## src/rtl/tmds_pkg.sv

```systemverilog
`default_nettype none
// +----------------------------------------------------------------------------+
// | Module   : tmds_pkg                                                        |
// | Purpose  : Shared symbol types, fixed TMDS code tables and bit helpers     |
// |            for the multi-lane TMDS encoder.                                |
// | Options  : TMDS_DISP_MON_EN (used by importers; nothing here depends on it)|
// | Revision : 1.0  initial multi-lane release                                 |
// +----------------------------------------------------------------------------+
package tmds_pkg;

  // Symbol type carried alongside every lane's data
  localparam logic [1:0] DT_GUARD = 2'b00;
  localparam logic [1:0] DT_CTRL  = 2'b01;
  localparam logic [1:0] DT_AUX   = 2'b10;
  localparam logic [1:0] DT_PIX   = 2'b11;

  // Control period words, indexed by {c1,c0}; written as q_out[9:0]
  localparam logic [9:0] CTRL_WORDS [4] = '{
    10'b1101010100, 10'b0010101011, 10'b0101010100, 10'b1010101011
  };

  // TERC4 data-island words, indexed by the aux nibble
  localparam logic [9:0] TERC4_WORDS [16] = '{
    10'b1010011100, 10'b1001100011, 10'b1011100100, 10'b1011100010,
    10'b0101110001, 10'b0100011110, 10'b0110001110, 10'b0100111100,
    10'b1011001100, 10'b0100111001, 10'b0110011100, 10'b1011000110,
    10'b1010001110, 10'b1001110001, 10'b0101100011, 10'b1011000011
  };

  // Guard band words; lane 1 uses the complementary pattern
  localparam logic [9:0] GUARD_WORDS [4] = '{
    10'b1011001100, 10'b0100110011, 10'b1011001100, 10'b1011001100
  };

  function automatic logic [3:0] popcount8(input logic [7:0] v);
    logic [3:0] c;
    c = 4'd0;
    for (int i = 0; i < 8; i++) c = c + {3'b000, v[i]};
    return c;
  endfunction

  function automatic logic [9:0] bitrev10(input logic [9:0] v);
    logic [9:0] r;
    for (int i = 0; i < 10; i++) r[9-i] = v[i];
    return r;
  endfunction

endpackage
`default_nettype wire

```

## src/rtl/tmds_lane_enc.sv

```systemverilog
`default_nettype none
// +----------------------------------------------------------------------------+
// | Module   : tmds_lane_enc                                                   |
// | Purpose  : One TMDS lane: 3-stage clock-enabled encoder (q_m, balanced /   |
// |            ctl / TERC4 words with running disparity, final mux + order).   |
// | Options  : TMDS_DISP_MON_EN adds disp_o (running disparity, S3-aligned)    |
// | Revision : 1.0  initial multi-lane release                                 |
// +----------------------------------------------------------------------------+
module tmds_lane_enc
  import tmds_pkg::*;
#(
  parameter int LANE        = 0,
  parameter bit BIT_REVERSE = 1'b1
) (
  input  logic              clk_i,
  input  logic              reset_i,
  input  logic              ce_i,
  input  logic [1:0]        dtype_i,
  input  logic [1:0]        ctl_i,
  input  logic [3:0]        aux_i,
  input  logic [7:0]        data_i,
  output logic [9:0]        word_o
`ifdef TMDS_DISP_MON_EN
  ,
  output logic signed [4:0] disp_o
`endif
);

  localparam logic [1:0] LANE_IDX   = 2'(LANE);
  localparam logic [9:0] GUARD_WORD = GUARD_WORDS[LANE_IDX];
  localparam logic [9:0] RESET_WORD = BIT_REVERSE ? bitrev10(CTRL_WORDS[2'd0])
                                                  : CTRL_WORDS[2'd0];

  // ---------------- S1 ----------------
  logic [3:0] data_ones;
  logic       use_xnor;
  logic [8:0] qm_d;
  logic [1:0] dtype1_q;
  logic [1:0] ctl1_q;
  logic [3:0] aux1_q;
  logic [8:0] qm1_q;

  // Transition-minimised q_m: XNOR chain when the byte is ones-heavy
  always_comb begin
    data_ones = popcount8(data_i);
    use_xnor  = (data_ones > 4'd4) || ((data_ones == 4'd4) && !data_i[0]);
    qm_d      = 9'd0;
    qm_d[0]   = data_i[0];
    for (int b = 1; b < 8; b++) begin
      qm_d[b] = use_xnor ? ~(qm_d[b-1] ^ data_i[b]) : (qm_d[b-1] ^ data_i[b]);
    end
    qm_d[8] = ~use_xnor;
  end

  // S1 registers; reset loads a ctl-00 symbol so the pipe drains to the idle word
  always_ff @(posedge clk_i) begin
    if (reset_i) begin
      dtype1_q <= DT_CTRL;
      ctl1_q   <= 2'b00;
      aux1_q   <= 4'd0;
      qm1_q    <= 9'd0;
    end else if (ce_i) begin
      dtype1_q <= dtype_i;
      ctl1_q   <= ctl_i;
      aux1_q   <= aux_i;
      qm1_q    <= qm_d;
    end
  end

  // ---------------- S2 ----------------
  logic [3:0]        n1;
  logic [3:0]        n0;
  logic signed [5:0] diff;     // n1 - n0
  logic signed [5:0] cnt_ext;
  logic signed [5:0] sum;
  logic [9:0]        pix_d;
  logic signed [4:0] cnt_d;
  logic signed [4:0] cnt_q;
  logic [1:0]        dtype2_q;
  logic [9:0]        ctlw2_q;
  logic [9:0]        auxw2_q;
  logic [9:0]        pixw2_q;

  // DC-balance decision and disparity update; non-pixel symbols clear the count
  always_comb begin
    n1      = popcount8(qm1_q[7:0]);
    n0      = 4'd8 - n1;
    diff    = $signed({1'b0, n1, 1'b0}) - 6'sd8;
    cnt_ext = {cnt_q[4], cnt_q};
    if ((cnt_q == 5'sd0) || (n1 == n0)) begin
      pix_d = {~qm1_q[8], qm1_q[8], qm1_q[8] ? qm1_q[7:0] : ~qm1_q[7:0]};
      sum   = cnt_ext + (qm1_q[8] ? diff : -diff);
    end else if ((!cnt_q[4] && (n1 > n0)) || (cnt_q[4] && (n0 > n1))) begin
      pix_d = {1'b1, qm1_q[8], ~qm1_q[7:0]};
      sum   = cnt_ext + (qm1_q[8] ? 6'sd2 : 6'sd0) - diff;
    end else begin
      pix_d = {1'b0, qm1_q[8], qm1_q[7:0]};
      sum   = cnt_ext + diff - (qm1_q[8] ? 6'sd0 : 6'sd2);
    end
    cnt_d = (dtype1_q == DT_PIX) ? sum[4:0] : 5'sd0;
  end

  // S2 registers: every candidate word plus the running disparity
  always_ff @(posedge clk_i) begin
    if (reset_i) begin
      dtype2_q <= DT_CTRL;
      ctlw2_q  <= CTRL_WORDS[2'd0];
      auxw2_q  <= 10'd0;
      pixw2_q  <= 10'd0;
      cnt_q    <= 5'sd0;
    end else if (ce_i) begin
      dtype2_q <= dtype1_q;
      ctlw2_q  <= CTRL_WORDS[ctl1_q];
      auxw2_q  <= TERC4_WORDS[aux1_q];
      pixw2_q  <= pix_d;
      cnt_q    <= cnt_d;
    end
  end

  // ---------------- S3 ----------------
  logic [9:0] sym;
  logic [9:0] word_d;
  logic [9:0] word_q;

  // Pick the symbol for this type and apply serialiser bit order
  always_comb begin
    case (dtype2_q)
      DT_GUARD: sym = GUARD_WORD;
      DT_CTRL:  sym = ctlw2_q;
      DT_AUX:   sym = auxw2_q;
      default:  sym = pixw2_q;
    endcase
    word_d = BIT_REVERSE ? bitrev10(sym) : sym;
  end

  // S3 output register
  always_ff @(posedge clk_i) begin
    if (reset_i) begin
      word_q <= RESET_WORD;
    end else if (ce_i) begin
      word_q <= word_d;
    end
  end

  assign word_o = word_q;

`ifdef TMDS_DISP_MON_EN
  logic signed [4:0] disp_q;

  // Disparity snapshot kept in step with the S3 output
  always_ff @(posedge clk_i) begin
    if (reset_i) begin
      disp_q <= 5'sd0;
    end else if (ce_i) begin
      disp_q <= cnt_q;
    end
  end

  assign disp_o = disp_q;
`endif

endmodule
`default_nettype wire

```

## src/rtl/tmds_encoder_multi.sv

```systemverilog
`default_nettype none
// +----------------------------------------------------------------------------+
// | Module   : tmds_encoder_multi                                              |
// | Purpose  : NCHAN-lane TMDS encoder (pixel / control / TERC4 / guard) with  |
// |            a 3-strobe clock-enabled pipeline and pipeline-fill flag.       |
// | Options  : TMDS_DISP_MON_EN adds o_disp and sticky o_disp_err              |
// | Revision : 1.0  initial multi-lane release                                 |
// +----------------------------------------------------------------------------+
module tmds_encoder_multi
  import tmds_pkg::*;
#(
  parameter int NCHAN       = 3,
  parameter bit BIT_REVERSE = 1'b1
) (
  input  logic                  i_clk,
  input  logic                  i_reset,
  input  logic                  i_ce,
  input  logic [1:0]            i_dtype,
  input  logic [2*NCHAN-1:0]    i_ctl,
  input  logic [4*NCHAN-1:0]    i_aux,
  input  logic [8*NCHAN-1:0]    i_data,
  output logic [10*NCHAN-1:0]   o_word,
  output logic                  o_valid
`ifdef TMDS_DISP_MON_EN
  ,
  output logic [5*NCHAN-1:0]    o_disp,
  output logic                  o_disp_err
`endif
);

`ifdef TMDS_DISP_MON_EN
  logic [NCHAN-1:0] lane_big;
`endif

  for (genvar k = 0; k < NCHAN; k++) begin : g_lane
`ifdef TMDS_DISP_MON_EN
    logic signed [4:0] lane_disp;
`endif

    tmds_lane_enc #(
      .LANE        (k),
      .BIT_REVERSE (BIT_REVERSE)
    ) u_lane (
      .clk_i   (i_clk),
      .reset_i (i_reset),
      .ce_i    (i_ce),
      .dtype_i (i_dtype),
      .ctl_i   (i_ctl[2*k +: 2]),
      .aux_i   (i_aux[4*k +: 4]),
      .data_i  (i_data[8*k +: 8]),
      .word_o  (o_word[10*k +: 10])
`ifdef TMDS_DISP_MON_EN
      ,
      .disp_o  (lane_disp)
`endif
    );

`ifdef TMDS_DISP_MON_EN
    assign o_disp[5*k +: 5] = lane_disp;
    assign lane_big[k]      = (lane_disp > 5'sd9) || (lane_disp < -5'sd9);
`endif
  end

  logic [1:0] fill_q;

  // Count enable strobes since reset, saturating once the pipe is full
  always_ff @(posedge i_clk) begin
    if (i_reset) begin
      fill_q <= 2'd0;
    end else if (i_ce && (fill_q != 2'd3)) begin
      fill_q <= fill_q + 2'd1;
    end
  end

  assign o_valid = (fill_q == 2'd3);

`ifdef TMDS_DISP_MON_EN
  logic err_q;

  // Sticky flag: any lane's disparity escaped the legal band
  always_ff @(posedge i_clk) begin
    if (i_reset) begin
      err_q <= 1'b0;
    end else if (|lane_big) begin
      err_q <= 1'b1;
    end
  end

  assign o_disp_err = err_q;
`endif

endmodule
`default_nettype wire
```

## config.mk

```make
export PLATFORM = sky130hd
export DESIGN_NAME = tmds_encoder_multi
export DESIGN_NICKNAME = d
export VERILOG_FILES = /design/src/rtl/tmds_pkg.sv /design/src/rtl/tmds_lane_enc.sv /design/src/rtl/tmds_encoder_multi.sv
export SDC_FILE = /design/constraint.sdc
export NUM_CORES = 1
export LEC_CHECK = 0
export BUFFER_PORTS_ARGS = -buffer_cell sky130_fd_sc_hd__buf_2
export CORE_MARGIN = 2
export CORE_UTILIZATION = 45
export DETAILED_ROUTE_END_ITERATION = 6
export GPL_ROUTABILITY_DRIVEN = 1
export SLEW_MARGIN = 20
export SYNTH_ARGS = -nofsm -noshare
export SYNTH_HDL_FRONTEND = slang
export SYNTH_SLANG_ARGS = --single-unit
```

## constraint.sdc

```tcl
create_clock -name i_clk -period 8.6 [get_ports i_clk]
set_input_delay 0 -clock i_clk [delete_from_list [all_inputs] [get_ports i_clk]]
set_output_delay 0 -clock i_clk [all_outputs]
set_load 0.02 [all_outputs]
```

==> summary.txt, run 1 <==
Netlist Area Pre-Place: 10800 µm²
detailed placement HPWL: 17.7 mm
critical path endpoint category: flop
row count: 56
clk root buf: clkbuf_16
achievable frequency: 194 MHz
initial DRC count: 524
setup_tns: 0 ns
Worst-path clk slew: 0.07 ns
WL final: 24.6 mm
min Tclk post-route: 5.16 ns
Die H: 159 µm
antenna-violating nets left: 0
pin count of the biggest net entering global routing: 101
GR Overflow Total: 0
Clock power frac: 21.8%
Synth area leaders: dfxtp_1, ha_1, fa_1, mux2i_1, nor2_1
syn_nets: 1403
Comb power frac: 53.5%
Yosys reg bits: 162
status: finished with violations
top cell types by occurrence after synthesis: dfxtp_1, nor2_1, inv_1, a21oi_1, ha_1
Overall Power: 3.68 mW
via count: 8444
failing checks: hold timing
Clock Path Buffers: 2
CTS buffer count: 17
RSZ-0062 raised after global routing: no
setup ws final: 3.44 ns
Antenna Cells: 0
IO buf count: 77
Avg Inst Size Synth: 8.77 µm²
H-tree levels: 4
Leakage: 5.32 nW
first-pass GRT wire length: 41.8 mm
synthesis-to-layout area growth: 13.5%
ys flop type: dfxtp_1
postcts setup bufs: 0
initial core utilization: 45.9%
vias in the first global route: 8366
crit path DAT: 5.44 ns
Sink Count: 162
drc violations: 0
die area: 25300 µm²
largest area contributor in the netlist: dfxtp_1
Nets: 1459
Async SR Flop Fraction: 0%
Psw: 1.49 mW
routed len/inst: 15.2 µm
Final Setup Violations: 0
crit-path max FO: 10
Layout Skew: 0.0140 ns
critical path class: reg -> reg
Hold/Removal Path Class: in -> reg
Worst Max-Slew Pin Slew: 0.936 ns
share of the synthesized area in the top cell type: 30.0%
Final Wtd Congestion: 0.832
Slew headroom: 37.6%
cell count after synthesis: 1232
PostCTS Resize Cnt: 0
Min Hold Slack: -0.0000145 ns
GRT Overall Usage: 20.0%
share of the yosys chip area belonging to registers: 30.0%
Startpoint Class: flop
via-per-instance ratio: 5.21
Tcrit/Tclk final: 60.0%
peak supply drop: 0.255 mV
Seq pwr share: 24.7%
Ports: 78
YS warnings: 0
Power Dens Cells: 300 nW/µm²
Worst-Skew Late Latency: 0.43 ns
CP required: 8.88 ns
dpl ws: 3.49 ns
max-cap viol count: 0
initial antenna violation count: 0
CTS tree: built
Pint: 2.20 mW
Yosys cell types: 66
share of cells above drive strength 1: 12.1%
core area: 23500 µm²
max-slew violations: 0
Die Span X: 159 µm
drt pass-1 iters: 4
EDFF count, synth: 0
Sw Share: 40.4%
final hold viol count: 1
count leader, synth: dfxtp_1
registers in the layout (all words and copies together) (netlist names):
signal	count
g_lane.u_lane.pixw2_q	30
fill_q	2
g_lane.u_lane.cnt_q	12
g_lane.u_lane.word_o	30
g_lane.u_lane.ctlw2_q	9
g_lane.u_lane.ctl1_q	6
g_lane.u_lane.dtype2_q	2
g_lane.u_lane.qm1_q	27
g_lane.u_lane.aux1_q	12
g_lane.u_lane.auxw2_q	30
g_lane.u_lane.dtype1_q	2
final cells by class:
| class | count | area, µm² |
|---|---|---|
| fillers | 2291 | 11300 |
| repair buffers | 111 | 719 |
| multi-input cells | 881 | 6850 |
| well taps | 319 | 399 |
| inverters | 115 | 432 |
| clock buffers | 18 | 429 |
| clock inverters | 14 | 191 |
| flip-flops and latches | 162 | 3240 |
power by group through the flow:
stage,registers [mW],logic [mW],clock network (mW)
floorplan,0.899,1.58,0
CTS,0.910,1.99,0.824
global route,0.921,2.24,0.856
global placement,0.926,1.93,0
detailed placement,0.927,1.96,0
finish,0.909,1.97,0.805
placed cells by master, fill, tap and decap left out, drive strengths merged, types with 4 or more instances in the layout:
master       count
o22ai            6
a211oi          55
mux2            22
nand2           56
inv            122
nand2b          15
buf             83
nor3b            8
clkbuf          18
o31ai            4
o211ai           9
nor2           159
a21oi           92
a221oi           9
nor3            11
a311oi           6
mux2i           77
nor2b           16
and2             5
a211o           18
dlygate4sd3     28
a21o            12
nand3            6
fa              39
ha              85
o21ai           40
a31oi            6
xnor2           69
xor2            17
dfxtp          162
worst max-delay path, stage by stage, from the launching register on:
cell,delay (ns)
dfxtp_1,0.34
ha_1,0.28
inv_1,0.04
fa_1,0.50
fa_1,0.44
fa_1,0.42
fa_1,0.68
ha_1,0.20
inv_1,0.04
ha_1,0.33
or3_1,0.40
a21oi_1,0.28
nor2_1,0.17
o22ai_2,0.41
and2_1,0.36
a211oi_1,0.12
per-stage QoR:
stage | util (%) | instances | hold WS, ns | area [µm²]
floorplan | - | 1232 | 0.122 | 10800
global placement | 48.3 | 1560 | 0.213 | 11400
CTS | 52.1 | 1620 | 0.000259 | 12300
global route | 52.1 | 1620 | 0.0241 | 12300
detailed placement | 48.3 | 1560 | 0.215 | 11400
finish | 52.1 | 1620 | -0.0000145 | 12300
layer usage:
layer  routed length, µm  up-vias  part of all wire, %  track usage [%]
met1               11500     3999                   47             25.7
met5                   0        -                    0                0
met4                 280        0                  1.1             4.46
met2               12200      105                   50             35.5
li1                    -     4326                    -                -
met3                 600       14                  2.4             3.20
cell families (layout without fill, tap and decap cells):
family,Yosys count,in the layout,share of synthesized area (%)
multiplexers,99,99,9.58
adder cells (fa/ha/maj),124,124,17.1
buffers and inverters,189,258,6.62
AND/OR/NAND/NOR,291,291,11.9
XOR/XNOR,86,86,7.25
flip-flops,162,162,30.0
AO/OA/AOI/OAI,281,281,17.5
path summary, 6_finish.rpt:
| kind | cells after the start | startpoint | to | slack (ns) |
|---|---|---|---|---|
| worst max-delay path | 15 | g_lane[0].u_lane.qm1_q[0] | g_lane[0].u_lane.pixw2_q[0] | 3.44 |
| worst max register to register | 15 | g_lane[0].u_lane.qm1_q[0] | g_lane[0].u_lane.pixw2_q[0] | 3.44 |
| worst min-delay path | 2 | i_reset | g_lane[0].u_lane.aux1_q[3] | -0.00001 |
| worst min register to register | 1 | g_lane[0].u_lane.qm1_q[6] | g_lane[0].u_lane.pixw2_q[6] | 0.46 |
timing repair:
item,CTS,global route
setup endpoints to repair,0,0
hold buffers,28,0
endpoints found under the hold margin,26,0
(Power assumes the default switching activity.)
==> inputs of run 2 (changes only) <==
- ABC_AREA: not set -> 1
- clock period: 8.6 -> 4.8 ns (I/O delays scaled with it)
==> run 2 against run 1 <==
  * The run now ends clean
  * Combinational power grew 68%
  * Die area decreased by 2.8%
  * Global-route usage is 1.4 points higher
  * Worst setup slack worse by 3.2 ns
  * Area after synthesis down 2.9%
  * Clock-buffer cell count unchanged
  * Sequential power increased by 77%
  * Cell area shrank 1.8%
  * Via count up 9.9%
==> summary.txt, run 2 <==
status: finished clean
first-pass GRT wire length: 42.5 mm
Power Dens Cells: 523 nW/µm²
share of the synthesized area in the top cell type: 30.9%
initial core utilization: 46.1%
Worst-Skew Late Latency: 0.43 ns
Antenna Cells: 0
Slew headroom: 38.0%
Clock power frac: 21.9%
CP required: 5.07 ns
drt pass-1 iters: 5
slowest CP cell: fa_1
Netlist Area Pre-Place: 10500 µm²
peak supply drop: 0.254 mV
WL final: 25.6 mm
Psw: 2.76 mW
syn_nets: 1594
Comb power frac: 52.5%
crit-path max FO: 7
routed len/inst: 14.0 µm
via-per-instance ratio: 5.09
dpl ws: 0.130 ns
Slowest Stage Delay on Critical Path: 0.55 ns
achievable frequency: 218 MHz
crit path DAT: 4.85 ns
Ports: 78
CTS tree: built
antenna-violating nets left: 0
row count: 55
CTS buffer count: 17
Hold/Removal Path Class: in -> reg
H-tree levels: 4
clk root buf: clkbuf_16
initial antenna violation count: 0
Worst Max-Slew Pin Slew: 0.930 ns
share of the yosys chip area belonging to registers: 30.9%
Seq pwr share: 25.6%
critical path endpoint category: flop
Synth area leaders: dfxtp_1, ha_1, nand2_1, o21ai_0, inv_1
max-cap viol count: 0
drc violations: 0
cell count after synthesis: 1423
Layout Skew: 0.0127 ns
YS warnings: 0
vias in the first global route: 8545
final hold viol count: 0
critical path class: reg -> reg
GR Overflow Total: 0
share of cells above drive strength 1: 10.1%
Startpoint Class: flop
Yosys cell types: 43
most frequent cells in the layout: nand2_1, inv_1, o21ai_0, dfxtp_1, a21oi_1
CP Cell Sequence: ha_1 -> inv_1 -> fa_1 -> fa_1 -> fa_2 -> fa_1 -> inv_1 -> nand2_2 -> nand2_4 -> inv_1 -> ha_1 -> nand2_1 -> o21ai_0 -> ha_1 -> a21oi_1 -> nand2_1 -> xor2_1 -> inv_1 -> nand2_1 -> nand3_1 -> nand2_1 -> inv_1 -> nand2_1 -> a21oi_1
Final Wtd Congestion: 0.861
Final Non-Filler Cells: 1823
Die H: 157 µm
ys flop type: dfxtp_1
Nets: 1668
IO buf count: 77
pin count of the biggest net entering global routing: 99
Sw Share: 43.8%
Sink Count: 162
initial DRC count: 434
count leader, synth: nand2_1
Avg Inst Size Synth: 7.38 µm²
Tcrit/Tclk final: 95.4%
min Tclk post-route: 4.58 ns
Die Span X: 157 µm
synthesis-to-layout area growth: 14.7%
Yosys reg bits: 162
Final Setup Violations: 0
leading cell type in the layout, fill and taps excluded: nand2_1
Clock Path Buffers: 2
Worst-path clk slew: 0.07 ns
Leakage: 5.75 nW
max-slew violations: 0
die area: 24600 µm²
via count: 9283
setup ws final: 0.222 ns
Async SR Flop Fraction: 0%
core area: 22800 µm²
placed cells: 1760
detailed placement HPWL: 18.1 mm
EDFF count, synth: 0
Min Hold Slack: 0.0297 ns
GRT Overall Usage: 21.4%
Pint: 3.53 mW
top cell types by occurrence after synthesis: nand2_1, inv_1, o21ai_0, dfxtp_1, a21oi_1
setup_tns: 0 ns
largest area contributor in the netlist: dfxtp_1
-- run 2: timing repair --
item	CTS	global route
setup endpoints to repair	0	26
buffers inserted	0	4
hold buffers	27	0
resized for setup	0	7
endpoints found under the hold margin	27	0
-- run 2: critical path: cells and delay by family, from the launching register on --
family / cells / cell delay (ns)
AOI/OAI and AO/OA: 3 / 0.30
buffers and inverters: 5 / 0.29
xor gates and xnor gates: 1 / 0.18
and+or+nand+nor: 8 / 0.54
DFF: 1 / 0.34
adders and majority gates: 7 / 2.76
-- run 2: final timing paths --
path	cells past startpoint	startpoint	end	slack, ns
max reg2reg	24	g_lane[2].u_lane.qm1_q[0]	g_lane[2].u_lane.cnt_q[4]	0.22
min	4	i_data[6]	g_lane[0].u_lane.qm1_q[6]	0.03
min reg2reg	2	g_lane[2].u_lane.auxw2_q[2]	g_lane[2].u_lane.auxw2_q[2]	0.47
max	24	g_lane[2].u_lane.qm1_q[0]	g_lane[2].u_lane.cnt_q[4]	0.22
-- run 2: cell families (layout without fill, tap and decap cells) --
kind of cell / after synthesis / count (layout) / synth area share, %
xor+xnor: 56 / 56 / 4.67
compound gates: 389 / 389 / 20.4
buf+inv: 282 / 369 / 10.2
fa+ha+maj: 124 / 124 / 17.6
simple gates: 410 / 410 / 16.3
flops: 162 / 162 / 30.9
-- run 2: area by class of cell --
type	instances	area, µm²
clock buffer	18	439
sequential	162	3240
inverter	221	832
tap	313	392
multi-input combinational	979	6210
fill	2240	10700
timing repair buffer	116	773
clock inverter	14	155
-- run 2: routing by layer --
metal  GRT usage [%]  wire (µm)  share of wire, %
met1            30.4      12900                50
met4            4.50        254              0.99
met5               0          0                 0
met2            34.5      11700                46
met3            3.13        746               2.9
-- run 2: per-stage QoR --
stage               area (µm²)  power, mW  utilization (%)
CTS                      12000       6.24             52.5
global route             12000       6.94             52.9
detailed placement       11100       4.82             48.7
finish                   12000       6.29             52.9
global placement         11100       4.78             48.7
floorplan                10500       4.14                -
-- run 2: power by group through the flow --
stage / combinational [mW] / sequential [mW] / clock (mW)
detailed placement: 3.19 / 1.64 / 0
global placement: 3.14 / 1.64 / 0
global route: 3.85 / 1.63 / 1.47
finish: 3.30 / 1.61 / 1.38
CTS: 3.22 / 1.61 / 1.41
floorplan: 2.53 / 1.62 / 0
==> inputs of run 3 (changes only) <==
- clock period: 4.8 -> 4.3 ns (I/O delays scaled with it)
==> run 3 against run 2 <==
  * The flow now finishes with violations (setup timing)
  * Clock skew decreased by 0.00082 ns
  * Critical path type unchanged
  * First-iteration DRC count up 14%
  * Power increased by 25%
  * Cell count increased by 2.9%
==> summary.txt, run 3 (same netlist as run 2, synthesis figures left out) <==
pin count of the biggest net entering global routing: 83
CP Cell Sequence: ha_4 -> inv_2 -> fa_1 -> fa_1 -> fa_2 -> fa_2 -> ha_4 -> inv_2 -> ha_4 -> inv_2 -> buf_6 -> nand2_4 -> nand3_4 -> nand3b_1 -> nand2_1 -> nand2_2 -> nand2_4 -> o21ai_4 -> clkbuf_16 -> xor2_1 -> a21oi_1
WL final: 26.1 mm
H-tree levels: 4
initial antenna violation count: 0
CP required: 4.59 ns
Slew headroom: 46.2%
peak supply drop: 0.309 mV
leading cell type in the layout, fill and taps excluded: nand2_1
initial DRC count: 494
Hold/Removal Path Class: in -> reg
critical path class: reg -> reg
crit path DAT: 4.62 ns
routed len/inst: 13.9 µm
clk root buf: clkbuf_16
CTS tree: built
final hold viol count: 0
filler instances: 2190
Power Dens Cells: 616 nW/µm²
Worst Hold End: g_lane[0].u_lane.auxw2_q[2]
Die H: 157 µm
via count: 9372
first-pass GRT wire length: 43.4 mm
GRT Overall Usage: 21.6%
Clock Path Buffers: 2
Worst R2R End: g_lane[1].u_lane.pixw2_q[7]
achievable frequency: 231 MHz
most frequent cells in the layout: nand2_1, inv_1, dfxtp_1, o21ai_0, a21oi_1
row count: 55
via-per-instance ratio: 5.00
Antenna Cells: 0
RSZ-0062 raised after global routing: yes
Leakage: 6.04 nW
placed cells: 1797
Worst-path clk slew: 0.07 ns
R2R Path Start: g_lane[1].u_lane.qm1_q[1]
min Tclk post-route: 4.33 ns
CTS buffer count: 17
Reg2Reg Depth: 21
Worst-Skew Late Latency: 0.43 ns
Reg area: 3250 µm²
initial core utilization: 46.1%
Slowest Stage Delay on Critical Path: 0.57 ns
Sink Count: 162
IO buf count: 77
Layout Skew: 0.0118 ns
Nets: 1721
antenna-violating nets left: 0
worst hold path cell count: 3
max-slew violations: 0
Worst Max-Slew Pin Slew: 0.807 ns
die area: 24600 µm²
critical path endpoint category: flop
max-cap viol count: 0
crit-path max FO: 4
Die Span X: 157 µm
HP Start: i_ce
Core Util, Final: 56.2%
Tcrit/Tclk final: 101%
vias in the first global route: 8826
slowest CP cell: fa_2
GR Overflow Total: 0
drt pass-1 iters: 5
Final Non-Filler Cells: 1876
Final Wtd Congestion: 0.838
final instance area: 12800 µm²
status: finished with violations
Placed Area: 11400 µm²
Startpoint Class: flop
area used by multi-input combinational logic: 6530 µm²
core area: 22800 µm²
setup ws final: -0.0272 ns
share of cells above drive strength 1: 16.7%
synthesis-to-layout area growth: 21.9%
flop-to-flop setup slack: -0.03 ns
detailed placement HPWL: 18.5 mm
drc violations: 0
failing checks: setup timing
Ports: 78
Final Setup Violations: 2
run 3: cell types whose count changed in the layout (fill, tap and decap cells not counted), moves of 6 or more:
cell / delta
dfxtp_2: +6
o21ai_0: -9
ha_1: -13
o21ai_1: +6
buf_4: +44
nand2_1: -9
a21oi_1: -6
nand2_2: +7
ha_4: +10
inv_1: -8
inv_2: +7
nand3_2: +7
dfxtp_1: -6
nand3_1: -9
run 3: area by class of cell:
class	count	share of cell area (%)
well taps	313	3.06
multi-input cells	980	51.0
flip-flops and latches	162	25.4
clock inverters	15	1.32
clock buffers	17	3.32
inverters	221	6.52
repair buffers	168	9.39
run 3: worst max path at each step:
stage / start / to
2_1_floorplan: g_lane[1].u_lane.qm1_q[0] / g_lane[1].u_lane.cnt_q[4]
4_1_cts: g_lane[1].u_lane.qm1_q[1] / g_lane[1].u_lane.pixw2_q[5]
5_1_grt: g_lane[1].u_lane.qm1_q[1] / g_lane[1].u_lane.cnt_q[4]
6_report: g_lane[1].u_lane.qm1_q[1] / g_lane[1].u_lane.pixw2_q[7]
3_5_place_dp: g_lane[1].u_lane.qm1_q[1] / g_lane[1].u_lane.cnt_q[4]
3_3_place_gp: g_lane[1].u_lane.qm1_q[0] / g_lane[1].u_lane.cnt_q[4]
run 3: per-layer routing:
metal	track usage (%)	vias to the layer above	wire length [µm]
met2	35.0	144	12100
met3	2.91	15	801
met5	0	-	0
met1	31.0	4311	13000
met4	4.15	0	195
li1	-	4902	-
run 3: repair_timing:
| action | 4_1_cts | 5_1_grt |
|---|---|---|
| resized for setup | 26 | 58 |
| hold buffers | 32 | 0 |
| hold endpoints to repair | 32 | 0 |
| gates cloned | 1 | 1 |
| buffers inserted | 4 | 9 |
| pin swaps | 12 | 14 |
| endpoints found under the setup margin | 20 | 40 |
run 3: through the flow:
stage	setup slack [ns]	hold WS, ns	total power [mW]	TNS (ns)
finish	-0.0272	0.0214	7.88	-0.0435
global route	-0.248	0.0477	8.61	-2.08
CTS	-0.0307	0.0107	7.53	-0.105
detailed placement	-0.0909	0.218	5.75	-0.724
global placement	-0.0203	0.216	5.69	-0.0203
floorplan	-0.0109	0.126	4.65	-0.0109
run 3: critical path, delay by kind of cell (launching register included):
kind / cells / cell delay, ns
buffers and inverters: 5 / 0.41
xor gates and xnor gates: 1 / 0.16
AOI/OAI and AO/OA: 2 / 0.32
adders and majority gates: 7 / 2.53
DFF: 1 / 0.34
and+or+nand+nor: 6 / 0.44
run 3: report_power, final:
| part | internal [mW] | switching [mW] | total [mW] |
|---|---|---|---|
| clock | 0.827 | 0.705 | 1.53 |
| sequential | 1.67 | 0.127 | 1.80 |
| combinational | 1.98 | 2.57 | 4.55 |
| total | 4.48 | 3.40 | 7.88 |
